===== config.mk =====
export PLATFORM = sky130hd
export DESIGN_NAME = button_conditioner
export DESIGN_NICKNAME = d
export VERILOG_FILES = /design/src/rtl/mult_io_pkg.sv /design/src/rtl/button_conditioner_debounce_bit.sv /design/src/rtl/button_conditioner.sv
export SDC_FILE = /design/constraint.sdc
export NUM_CORES = 1
export LEC_CHECK = 0
export CAP_MARGIN = 25
export CELL_PAD_IN_SITES_DETAIL_PLACEMENT = 2
export CELL_PAD_IN_SITES_GLOBAL_PLACEMENT = 2
export CORE_MARGIN = 2
export CORE_UTILIZATION = 42
export CTS_CLUSTER_DIAMETER = 100
export DETAILED_ROUTE_END_ITERATION = 6
export GPL_TIMING_DRIVEN = 1
export MAX_ROUTING_LAYER = met4
export PLACE_DENSITY = 0.81
export RECOVER_POWER = 50
export SYNTH_ARGS = -nofsm -noshare
export SYNTH_HDL_FRONTEND = slang
export SYNTH_HIERARCHICAL = 1
export SYNTH_SLANG_ARGS = --single-unit

===== constraint.sdc =====
create_clock -name clk -period 4.6 [get_ports clk]
set_input_delay 0.46 -clock clk [delete_from_list [all_inputs] [get_ports clk]]
set_output_delay 0.46 -clock clk [all_outputs]
set_load 0.01 [all_outputs]

===== src/rtl/mult_io_pkg.sv =====
// Shared definitions for the multiplier I/O conditioning stage.
// Holds the button channel names used by the processor wiring,
// the short debounce length for simulation, and the per-button
// debounce state encoding.
package mult_io_pkg;

  // Button channel indices. The processor refers to buttons by these names.
  localparam int BTN_RUN   = 2;
  localparam int BTN_CLRLD = 1;
  localparam int BTN_AUX   = 0;

  // Short debounce length so simulations stay small.
  localparam int DEBOUNCE_CYCLES_SIM = 4;

  typedef enum logic {
    ST_STABLE  = 1'b0,  // synced sample matches the accepted level
    ST_PENDING = 1'b1   // sample differs; counting stable cycles
  } db_state_e;

endpackage


===== src/rtl/button_conditioner_debounce_bit.sv =====
// debounce_bit: one pushbutton channel.
// Two-flop synchronizer on the inverted (active-high) button, a stable-cycle
// counter, the accepted level and registered press/release pulses.
// Ports:
//   clk, reset  - clock, async active-high reset
//   btn_n_i     - raw active-low button, asynchronous to clk
//   level_o     - debounced level, 1 = pressed
//   press_o     - one-cycle pulse when level_o goes 0 -> 1
//   release_o   - one-cycle pulse when level_o goes 1 -> 0
module debounce_bit
  import mult_io_pkg::*;
#(
  parameter int DEBOUNCE_CYCLES = 50000
) (
  input  logic clk,
  input  logic reset,
  input  logic btn_n_i,
  output logic level_o,
  output logic press_o,
  output logic release_o
);

  localparam int CW = $clog2(DEBOUNCE_CYCLES + 1);
  localparam logic [CW-1:0] CNT_LAST = CW'(DEBOUNCE_CYCLES - 1);

  logic [1:0]    sync_q;
  logic          sample;
  db_state_e     state_q, state_d;
  logic [CW-1:0] cnt_q, cnt_d;
  logic          lvl_q, lvl_d;
  logic          press_q, press_d;
  logic          rel_q, rel_d;
  logic          mismatch, accept;

  assign sample   = sync_q[1];
  assign mismatch = (sample != lvl_q);

  // A change is accepted on the cycle the count would reach DEBOUNCE_CYCLES.
  // Entering PENDING already counts the first mismatching cycle, so the
  // counter is loaded with 1 on entry; with a length of 1 the change is
  // accepted straight from STABLE.
  assign accept = mismatch &&
                  ((state_q == ST_PENDING) ? (cnt_q == CNT_LAST) : (CNT_LAST == '0));

  // State register and datapath registers
  always_ff @(posedge clk or posedge reset) begin
    if (reset) begin
      sync_q  <= '0;
      state_q <= ST_STABLE;
      cnt_q   <= '0;
      lvl_q   <= 1'b0;
      press_q <= 1'b0;
      rel_q   <= 1'b0;
    end else begin
      sync_q  <= {sync_q[0], ~btn_n_i};
      state_q <= state_d;
      cnt_q   <= cnt_d;
      lvl_q   <= lvl_d;
      press_q <= press_d;
      rel_q   <= rel_d;
    end
  end

  // Next-state logic
  always_comb begin
    state_d = state_q;
    unique case (state_q)
      ST_STABLE:  if (mismatch && !accept) state_d = ST_PENDING;
      ST_PENDING: if (!mismatch || accept) state_d = ST_STABLE;
      default:    state_d = ST_STABLE;
    endcase
  end

  // Counter, level and pulse next values. The counter is cleared on any
  // bounce or on acceptance, so it never wraps.
  always_comb begin
    cnt_d   = '0;
    lvl_d   = lvl_q;
    press_d = 1'b0;
    rel_d   = 1'b0;
    if (accept) begin
      lvl_d   = sample;
      press_d = sample;
      rel_d   = ~sample;
    end else if (mismatch) begin
      cnt_d = cnt_q + 1'b1;
    end
  end

  assign level_o   = lvl_q;
  assign press_o   = press_q;
  assign release_o = rel_q;

endmodule


===== src/rtl/button_conditioner.sv =====
// button_conditioner: conditions raw board pushbuttons and slide switches
// for the multiplier processor.
// Ports:
//   clk, reset  - clock, async active-high reset
//   btn_n       - raw active-low pushbuttons [N_BTN]
//   sw          - raw slide switches [SW_W]
//   btn_level   - debounced active-high button levels
//   btn_press   - one-cycle press pulses
//   btn_release - one-cycle release pulses
//   sw_s        - two-flop synchronized switches (no debounce)
module button_conditioner
  import mult_io_pkg::*;
#(
  parameter int N_BTN           = 3,
  parameter int SW_W            = 8,
  parameter int DEBOUNCE_CYCLES = 50000
) (
  input  logic             clk,
  input  logic             reset,
  input  logic [N_BTN-1:0] btn_n,
  input  logic [SW_W-1:0]  sw,
  output logic [N_BTN-1:0] btn_level,
  output logic [N_BTN-1:0] btn_press,
  output logic [N_BTN-1:0] btn_release,
  output logic [SW_W-1:0]  sw_s
);

  logic [SW_W-1:0] sw_meta_q, sw_sync_q;

  always_ff @(posedge clk or posedge reset) begin
    if (reset) begin
      sw_meta_q <= '0;
      sw_sync_q <= '0;
    end else begin
      sw_meta_q <= sw;
      sw_sync_q <= sw_meta_q;
    end
  end

  assign sw_s = sw_sync_q;

  for (genvar i = 0; i < N_BTN; i++) begin : gen_btn
    debounce_bit #(
      .DEBOUNCE_CYCLES(DEBOUNCE_CYCLES)
    ) u_db (
      .clk       (clk),
      .reset     (reset),
      .btn_n_i   (btn_n[i]),
      .level_o   (btn_level[i]),
      .press_o   (btn_press[i]),
      .release_o (btn_release[i])
    );
  end

endmodule

# Word level (Yosys, flattened, before mapping)

Index checks and enable logic that the tools add are counted.

Logic and storage cells: 77
Bits of input ports: 13
Output and inout port bits: 17
Flip-flop bits (word level): 82

Add/subtract/negate cells: 3
Eq/ne operators: 6
Mux-type cells: 24
Bitwise operators: 9
Reductions and logical operators: 15

Operators with widths:

| operator                                       | count |
|---|---|
| 2-to-1 mux 16 bit                              | 6 |
| adder 16 x 1 -> 16 bit (second input constant) | 3 |
| == test 16 bit (second input constant)         | 3 |
| 2-to-1 mux 1 bit                               | 15 |
| inverter 1 bit                                 | 9 |
| logical AND 1 bit                              | 6 |
| logical NOT 1 bit                              | 6 |
| one-hot mux 1 bit (2 select lines)             | 3 |
| logical OR 1 bit                               | 3 |
| inequality test 1 bit                          | 3 |

# Logic depth before layout (Yosys ltp)

Gate-level depths: netlist (run 1).

Word-level depth: 7
Gate-level depth with buffers: 6

# Modules after synthesis

The synthesis (run 1) kept the hierarchy.

By module, submodules not included:

| module                             | cells each | sequential area each (um^2) | area an instance (um^2) | times used |
|---|---|---|---|---|
| debounce_bit (gen_btn[1].u_db ...) | 93         | 550.5                       | 1056.0                  | 2 |
| debounce_bit (gen_btn[0].u_db)     | 94         | 550.5                       | 999.7                   | 1 |
| button_conditioner                 | 17         | 400.4                       | 404.1                   | 1 |

# Least setup slack after synthesis (run 1)

No wires, ideal clock.

Kind: register to register
Start point: register gen_btn[0].u_db.cnt_q[5]
End point: register gen_btn[0].u_db.lvl_q
Arrival: 1.891 ns
Period minus slack after synthesis: 2.017 ns
Cell stages (with the launch flop): 5
Path slack: 2.583 ns
Required time: 4.475 ns
Library setup time: 0.125 ns
Path through: dfrtp_1 > or4b_1 > or4_4 > or2_4 > mux2_4

Word-level cells in the longest chain between the ends: 3

Ends and longest elaborated chain:

| item                   | line                                  | source |
|---|---|---|
| from (decl)            | button_conditioner_debounce_bit.sv:29 | `logic [CW-1:0] cnt_q, cnt_d;` |
| from (signal assigned) | button_conditioner_debounce_bit.sv:57 | `cnt_q <= cnt_d;` |
| == test 16 bit         | button_conditioner_debounce_bit.sv:43 | `((state_q == ST_PENDING) ? (cnt_q == CNT_LAST) : (CNT_LAST == '0));` |
| 2-to-1 mux 1 bit       | button_conditioner_debounce_bit.sv:43 |  |
| logical AND 1 bit      | button_conditioner_debounce_bit.sv:42 | `assign accept = mismatch &&` |
| to (signal assigned)   | button_conditioner_debounce_bit.sv:58 | `lvl_q <= lvl_d;` |
| to (decl)              | button_conditioner_debounce_bit.sv:30 | `logic lvl_q, lvl_d;` |

No other way between the ends.
A chain may end at the register's enable or synchronous reset.

# Worst setup path in the final report (run 1)

Start point: register gen_btn[0].u_db.cnt_q[0]
End point: register gen_btn[0].u_db.cnt_q[2]

Word-level cells in the longest chain between the ends: 4

Ends and longest elaborated chain:

| item                                                                           | line                                  | source |
|---|---|---|
| parallel branches: the longest is 3 deep, another holds adder 16 x 1 -> 16 bit | --                                    |  |
| 2-to-1 mux 16 bit (*)                                                          | button_conditioner_debounce_bit.sv:81 | `if (accept) begin` |
| net gen_btn[0].u_db.cnt_d[2]                                                   | button_conditioner_debounce_bit.sv:29 |  |

Mark *: on every way through the listed nets, which the timed path passes.

==> metrics.md, run 1 <==
| Metric | Value |
|---|---|
| Final setup skew | 0.0154 ns |
| Yosys Warn Count | 6 |
| First-pass GRT wire length | about 15 mm |
| Met2 WL post-DR | ~4.6 mm |
| Port Buf Inserts | 29 |
| Antenna diode count | 0 |
| Worst EP arrival | around 2.8 ns |
| Most common cell after layout, fill and taps aside | dfrtp_1 |
| Die Span X | about 95 um |
| Largest stage delay, worst path | 0.62 ns |
| Die Area | just over 9000 sq um |
| Max Used Layer | met4 |
| Min cycle time layout | between 2 and 3 ns |
| Leak Pwr | 1.72 nW |
| FILL cells | 813 |
| Final Hold Viols | 0 |
| Top_reg_cell synth | dfrtp_1 |
| Top-area cell type share of the netlist area | about 60% |
| Final Max Tran Viols | 0 |
| Post-CTS Setup Repair Bufs | 0 |
| Metal3 WL | around 230 um |
| Outcome | finished clean |
| Total grt overflow | 0 |
| Unique cell type count in the Yosys netlist | 36 |
| Post-Syn Area | 3520 sq um |
| Longest Clk Path Bufs | 2 |
| Power, Total | approximately 1.3 mW |
| Post-route ant nets | 0 |
| Drt wl/cell | 19.4 um |
| Largest net degree at the start of global routing | 23 |
| Net Count, Synth | 313 |
| WP buf/inv | 0 |
| # setup viols final | 0 |
| Cts bufs inserted | 9 |
| Rel. slew slack | between 30% and 40% |
| Core area | between 8000 and 9000 sq um |
| Via count | between 2,000 and 2,500 |
| Crit path cell chain | ha_1 -> nand3_1 -> or4_4 -> o21ai_2 -> nor2_1 |
| Initial DRC count | 43 |
| Dpl hpwl | 5.78 mm |
| Pre-antenna DRT Iters | 4 |
| GP Congestion | approximately 0.75 |
| Crit. Startpoint | gen_btn[0].u_db/cnt_q[0] |
| VDD IR-drop max | approximately 0.13 mV |
| Ratio of cells with drive above 1 in the final layout | a little under an eighth |
| RSZ-0062 raised after global routing | false |
| Initial core utilization | between 40% and 50% |
| Leading cell types in the layout, fill and taps excluded | dfrtp_1 (82), nor2_1 (44), xnor2_1 (28) |
| Worst R2R Start | gen_btn[0].u_db/cnt_q[0] |
| Final TNS setup | 0 ns |
| Top post-synthesis cells by area | dfrtp_1 (58%), xnor2_1 (7.0%), nor2_1 (4.7%) |
| Top Family by Delay on Critical Path | simple AND/OR/NAND/NOR gates |
| Avg Vias per Cell | about 5.4 |
| Critical-path maximum fanout | 16 |
| Cells after synthesis | roughly 300 |
| Synth Register Bits | 82 |
| Hold_sp | sw_meta_q[7] |
| Critical path required time | between 4 and 5 ns |
| Fmax | 0.392 GHz |
| Clock H-tree levels | 3 |
| NumNets Final | 350 |
| Area growth syn-to-layout | 16.4% |
| Initial antenna violation count | 0 |
| Pwr per Cell Area | around 320 nW/um^2 |
| Number of cell rows | 33 |
| Routed WL | approximately 8.6 mm |
| Number of synthesized flops with an enable pin | 0 |
| Synth Area per Inst | 11.8 sq um |
| DRC Markers | 0 |
| Synth area leader | dfrtp_1 |
| Clk_lat worst skew | ~0.36 ns |
| Slew @ Worst Pin | just over 0.9 ns |
| M1 wire length | 3.70 mm |
| Global Route Usage Sum | between 20% and 30% |
| Chip height | ~95 um |
| Number of gates resized after cts | 0 |
| CTS sink cnt | between 80 and 90 |
| Setup crit end kind | flip-flop |
| Register area share after synthesis | 58.4% |
| Async SR Flop Fraction | 100% |
| CTS tree | built |
| Hold buffer count at CTS | 0 |
| Max cap viols | 0 |
| CTS root buffer | clkbuf_8 |
| Setup Crit Path Kind | reg2reg |
| Clk slew on worst S/H paths | approximately 0.090 ns |
| Worst Setup Start Kind | flip-flop |
| Ports | 30 |
| Slowest stage cell, crit path | o21ai_2 |
| Crit share post-route | 55.5% |
| Hold crit path type | reg2reg |
| Number of global-route vias before repair | between 2,000 and 3,000 |
==> synth_stat cells, types with 2 or more instances <==
master,instances
o31ai_1,3
nand3_2,4
xnor2_1,28
nor4_1,11
nand4_2,2
buf_4,3
and3_1,4
xor2_1,13
nand2_1,14
nor3_1,9
nand3_1,14
or4_1,3
nor3b_1,6
nand4b_4,2
inv_2,2
nor4b_4,2
and4_1,3
dfrtp_1,82
nor4b_2,2
inv_1,11
and3b_1,2
ha_1,3
nand4_1,12
o21ai_4,2
a21oi_1,4
mux2_4,3
nor2_1,44
==> cell families (layout without fill, tap and decap cells) <==
family	after synthesis	count (layout)	share of synthesized area, %
XOR/XNOR	41	41	10.2
buffers and inverters	16	58	2.03
multiplexers	3	3	1.28
AO/OA/AOI/OAI	11	11	2.53
flip-flops	82	82	58.4
adder cells (fa/ha/maj)	3	3	1.07
AND/OR/NAND/NOR	141	141	24.5
==> final cells by class <==
| type | count | area, sq um | share of cell area (%) |
|---|---|---|---|
| sequential | 82 | 2050 | 50.2 |
| multi-input combinational | 199 | 1390 | 34.0 |
| timing repair buffer | 29 | 290 | 7.09 |
| tap | 105 | 131 | 3.21 |
| clock buffer | 10 | 128 | 3.12 |
| clock inverter | 6 | 48.8 | 1.19 |
| inverter | 13 | 48.8 | 1.19 |
==> power by group <==
part / switching (mW) / internal, mW
combinational: 0.0348 / 0.0219
sequential: 0.0139 / 0.738
clock: 0.281 / 0.201
==> flip-flops by register name (all words and copies together) (netlist names) <==
name and count:
gen_btn.u_db/state_q 3, gen_btn.u_db/cnt_q 48, gen_btn.u_db/release_o 3, sw_meta_q 8, gen_btn.u_db/level_o 3, gen_btn.u_db/press_o 3, gen_btn.u_db/sync_q 6, sw_s 8
==> routing by layer <==
| layer | vias up | track usage (%) |
|---|---|---|
| li1 | 1103 | - |
| met1 | 1259 | 26.1 |
| met2 | 34 | 37.9 |
| met3 | 8 | 3.72 |
| met4 | 0 | 6.31 |
| met5 | - | - |
==> through the flow <==
stage               utilization, %  hold WS, ns  setup WS [ns]  std cells  instance area (sq um)
floorplan                        -        0.331           2.58        297                   3520
global placement              47.9        0.333           2.40        428                   3920
detailed placement            47.9        0.339           2.13        428                   3920
CTS                           50.0        0.360           2.02        444                   4090
global route                  50.0        0.366           1.93        444                   4090
finish                        50.0        0.357           2.05        444                   4090
==> worst reg2reg max path, delay by kind of cell, from the launching register on <==
kind | cells | cell delay, ns
adders and majority gates | 1 | 0.25
and+or+nand+nor | 3 | 1.06
DFF | 1 | 0.46
AOI/OAI and AO/OA | 1 | 0.62
==> final timing paths <==
| check | end | slack [ns] | cells past startpoint |
|---|---|---|---|
| max in group asynchronous | gen_btn[1].u_db/cnt_q[11] | 3.19 | 2 |
| setup reg to reg | gen_btn[0].u_db/cnt_q[2] | 2.05 | 5 |
| setup / recovery | gen_btn[0].u_db/cnt_q[2] | 2.05 | 5 |
| hold / removal | sw_s[7] | 0.36 | 0 |
| hold reg to reg | sw_s[7] | 0.36 | 0 |
| min in group asynchronous | sw_s[6] | 0.70 | 2 |
No activity file was read; power rests on OpenSTA's default activity.
==> run 2: changes to the inputs <==
--- a/config.mk
+++ b/config.mk
@@ -9,12 +9,12 @@
 export CELL_PAD_IN_SITES_DETAIL_PLACEMENT = 2
 export CELL_PAD_IN_SITES_GLOBAL_PLACEMENT = 2
 export CORE_MARGIN = 2
-export CORE_UTILIZATION = 42
+export CORE_UTILIZATION = 39
 export CTS_CLUSTER_DIAMETER = 100
 export DETAILED_ROUTE_END_ITERATION = 6
 export GPL_TIMING_DRIVEN = 1
 export MAX_ROUTING_LAYER = met4
-export PLACE_DENSITY = 0.81
+export PLACE_DENSITY = 0.76
 export RECOVER_POWER = 50
 export SYNTH_ARGS = -nofsm -noshare
 export SYNTH_HDL_FRONTEND = slang
==> constraint.sdc (replaced) <==
create_clock -name clk -period 2.59 [get_ports clk]
set_input_delay 0.259 -clock clk [delete_from_list [all_inputs] [get_ports clk]]
set_output_delay 0.259 -clock clk [all_outputs]
set_load 0.01 [all_outputs]
==> metrics.md, run 2 (synthesized netlist as in run 1, its figures left out) <==
| Metric | Value |
|---|---|
| Final WS setup | 0.430 ns |
| Initial core utilization | 40.3% |
| Slew @ Worst Pin | 1.31 ns |
| Core area | around 8700 sq um |
| Largest reg by FF count | gen_btn.u_db/cnt_q |
| Setup crit end kind | flip-flop |
| Max cap viols | 0 |
| Hold_sp | gen_btn[0].u_db/sync_q[0] |
| Ratio of cells with drive above 1 in the final layout | roughly an eighth |
| DRC Markers | 0 |
| Slack of the worst reg-to-reg path | about 0.43 ns |
| Critical-path maximum fanout | 5 |
| Drt wl/cell | 17.9 um |
| Leading cell types in the layout, fill and taps excluded | dfrtp_1 (82), nor2_1 (44), xnor2_1 (28) |
| Pre-CTS WS | 0.458 ns |
| FILL cells | around 900 |
| Clock H-tree levels | 3 |
| Worst EP arrival | ~2.4 ns |
| Port Buf Inserts | 29 |
| Initial antenna violation count | 0 |
| Most common cell after layout, fill and taps aside | dfrtp_1 |
| Number of gates resized after cts | 0 |
| Die Area | between 9000 and 10,000 sq um |
| Crit path cell chain | or4b_1 -> or4_4 -> or2_4 -> mux2_4 |
| Int Pwr | between 1.5 and 2 mW |
| Pwr per Cell Area | 582 nW/um^2 |
| CTS sink cnt | slightly above 80 |
| Number of global-route vias before repair | around 2,800 |
| Reg power frac | a little under three fifths |
| Slowest stage cell, crit path | or4b_1 |
| Setup Crit Path Kind | reg2reg |
| Rel. slew slack | 12.7% |
| Via count | roughly 2,400 |
| Worst R2R Start | gen_btn[0].u_db/cnt_q[5] |
| Min cycle time layout | 2.16 ns |
| Post-CTS Setup Repair Bufs | 0 |
| Initial DRC count | between 50 and 60 |
| Reg2Reg Depth | 4 |
| Ports | 30 |
| Clk_lat worst skew | between 0.3 and 0.4 ns |
| Area growth syn-to-layout | 17.7% |
| Crit share post-route | a little over four fifths |
| Hold Path Sink | gen_btn[0].u_db/sync_q[1] |
| Number of cell rows | 34 |
| Longest Clk Path Bufs | 2 |
| Largest stage delay, worst path | between 0.5 and 0.6 ns |
| Max reg flops | 48 |
| Critical path required time | between 2 and 3 ns |
| Hold depth | 0 |
| Largest net degree at the start of global routing | 23 |
| Antenna diode count | 0 |
| R2R Path End | gen_btn[0].u_db/level_o |
| Final Max Tran Viols | 0 |
| RSZ-0062 raised after global routing | false |
| Cts bufs inserted | 9 |
| Die Span X | roughly 99 um |
| Worst Setup Start Kind | flip-flop |
| Comb pwr share | around 4.1% |
| Routed WL | 8.02 mm |
| NumNets Final | ~350 |
| CTS root buffer | clkbuf_8 |
| Pre-antenna DRT Iters | 4 |
| First-pass GRT wire length | around 14 mm |
| Switching Share | between 20% and 30% |
| Clock Power Share | between 40% and 50% |
| Hold buffer count at CTS | 0 |
| Final Hold Viols | 0 |
| Chip height | between 90 and 100 um |
| Outcome | finished clean |
| Final setup skew | between 0.01 and 0.015 ns |
| VDD IR-drop max | 0.286 mV |
| Leak Pwr | about 1.7 nW |
| Clk slew on worst S/H paths | about 0.090 ns |
| CTS tree | built |
| Final TNS setup | 0 ns |
| Post-route ant nets | 0 |
| Global Route Usage Sum | about a fifth |
| GP Congestion | approximately 0.74 |
| Total grt overflow | 0 |
| Dpl hpwl | 5.60 mm |
| Hold crit path type | reg2reg |
| # setup viols final | 0 |
| Avg Vias per Cell | between 5 and 6 |
| Fmax | between 0.4 and 0.5 GHz |
| Switching pwr | 595 uW |
[run 2: changes by cell type in the layout (fill, tap and decap cells not counted)]
cell	change
bufinv_16	+1
clkinvlp_4	-1
inv_8	+1
buf_4	+1
clkinv_4	-1
inv_6	+1
[run 2: area by class of cell]
class	instances	area, sq um	share of cell area, %
multi-input cells	199	1390	33.7
flip-flops and latches	82	2050	49.6
inverters	13	48.8	1.18
repair buffers	31	302	7.29
well taps	108	135	3.27
clock inverters	7	82.6	2.00
clock buffers	9	124	2.99
[run 2: worst max-delay path by stage]
stage | slack [ns] | to | startpoint | cells after the start
floorplan | 0.57 | gen_btn[0].u_db/level_o | gen_btn[0].u_db/cnt_q[5] | 4
global placement | 0.54 | gen_btn[0].u_db/level_o | gen_btn[0].u_db/cnt_q[10] | 4
detailed placement | 0.46 | gen_btn[0].u_db/level_o | gen_btn[0].u_db/cnt_q[0] | 5
CTS | 0.42 | gen_btn[0].u_db/level_o | gen_btn[0].u_db/cnt_q[5] | 4
global route | 0.33 | gen_btn[0].u_db/level_o | gen_btn[0].u_db/cnt_q[0] | 5
finish | 0.43 | gen_btn[0].u_db/level_o | gen_btn[0].u_db/cnt_q[5] | 4
[run 2: critical path, delay by kind of cell, from the launching register on]
kind	cells	cell delay, ns
DFF	1	0.44
and+or+nand+nor	3	1.29
muxes	1	0.30
[run 2: power groups by stage]
stage	Combinational, mW	Sequential (mW)	Clock [mW]
after floorplan	0.0524	1.35	0
after global placement	0.102	1.35	0
after detailed placement	0.105	1.36	0
after CTS	0.107	1.33	1.01
after global routing	0.113	1.34	1.06
final	0.0976	1.33	0.977
[run 2: routing by layer]
| layer | vias up | part of all wire (%) | track usage [%] |
|---|---|---|---|
| met3 | 10 | 2.9 | 3.26 |
| met1 | 1214 | 44 | 22.5 |
| met4 | 0 | 1.7 | 6.85 |
| li1 | 1112 | - | - |
| met2 | 28 | 52 | 31.5 |
| met5 | - | 0 | - |
[run 2: per-stage QoR]
step	util, %	area, sq um	cells	power (mW)	hold WS, ns
after CTS	47.5	4140	449	2.45	0.332
after floorplan	-	3520	297	1.41	0.173
final	47.4	4140	449	2.41	0.362
after global routing	47.4	4140	449	2.51	0.375
after detailed placement	45.1	3930	433	1.46	0.344
after global placement	45.1	3930	433	1.46	0.333
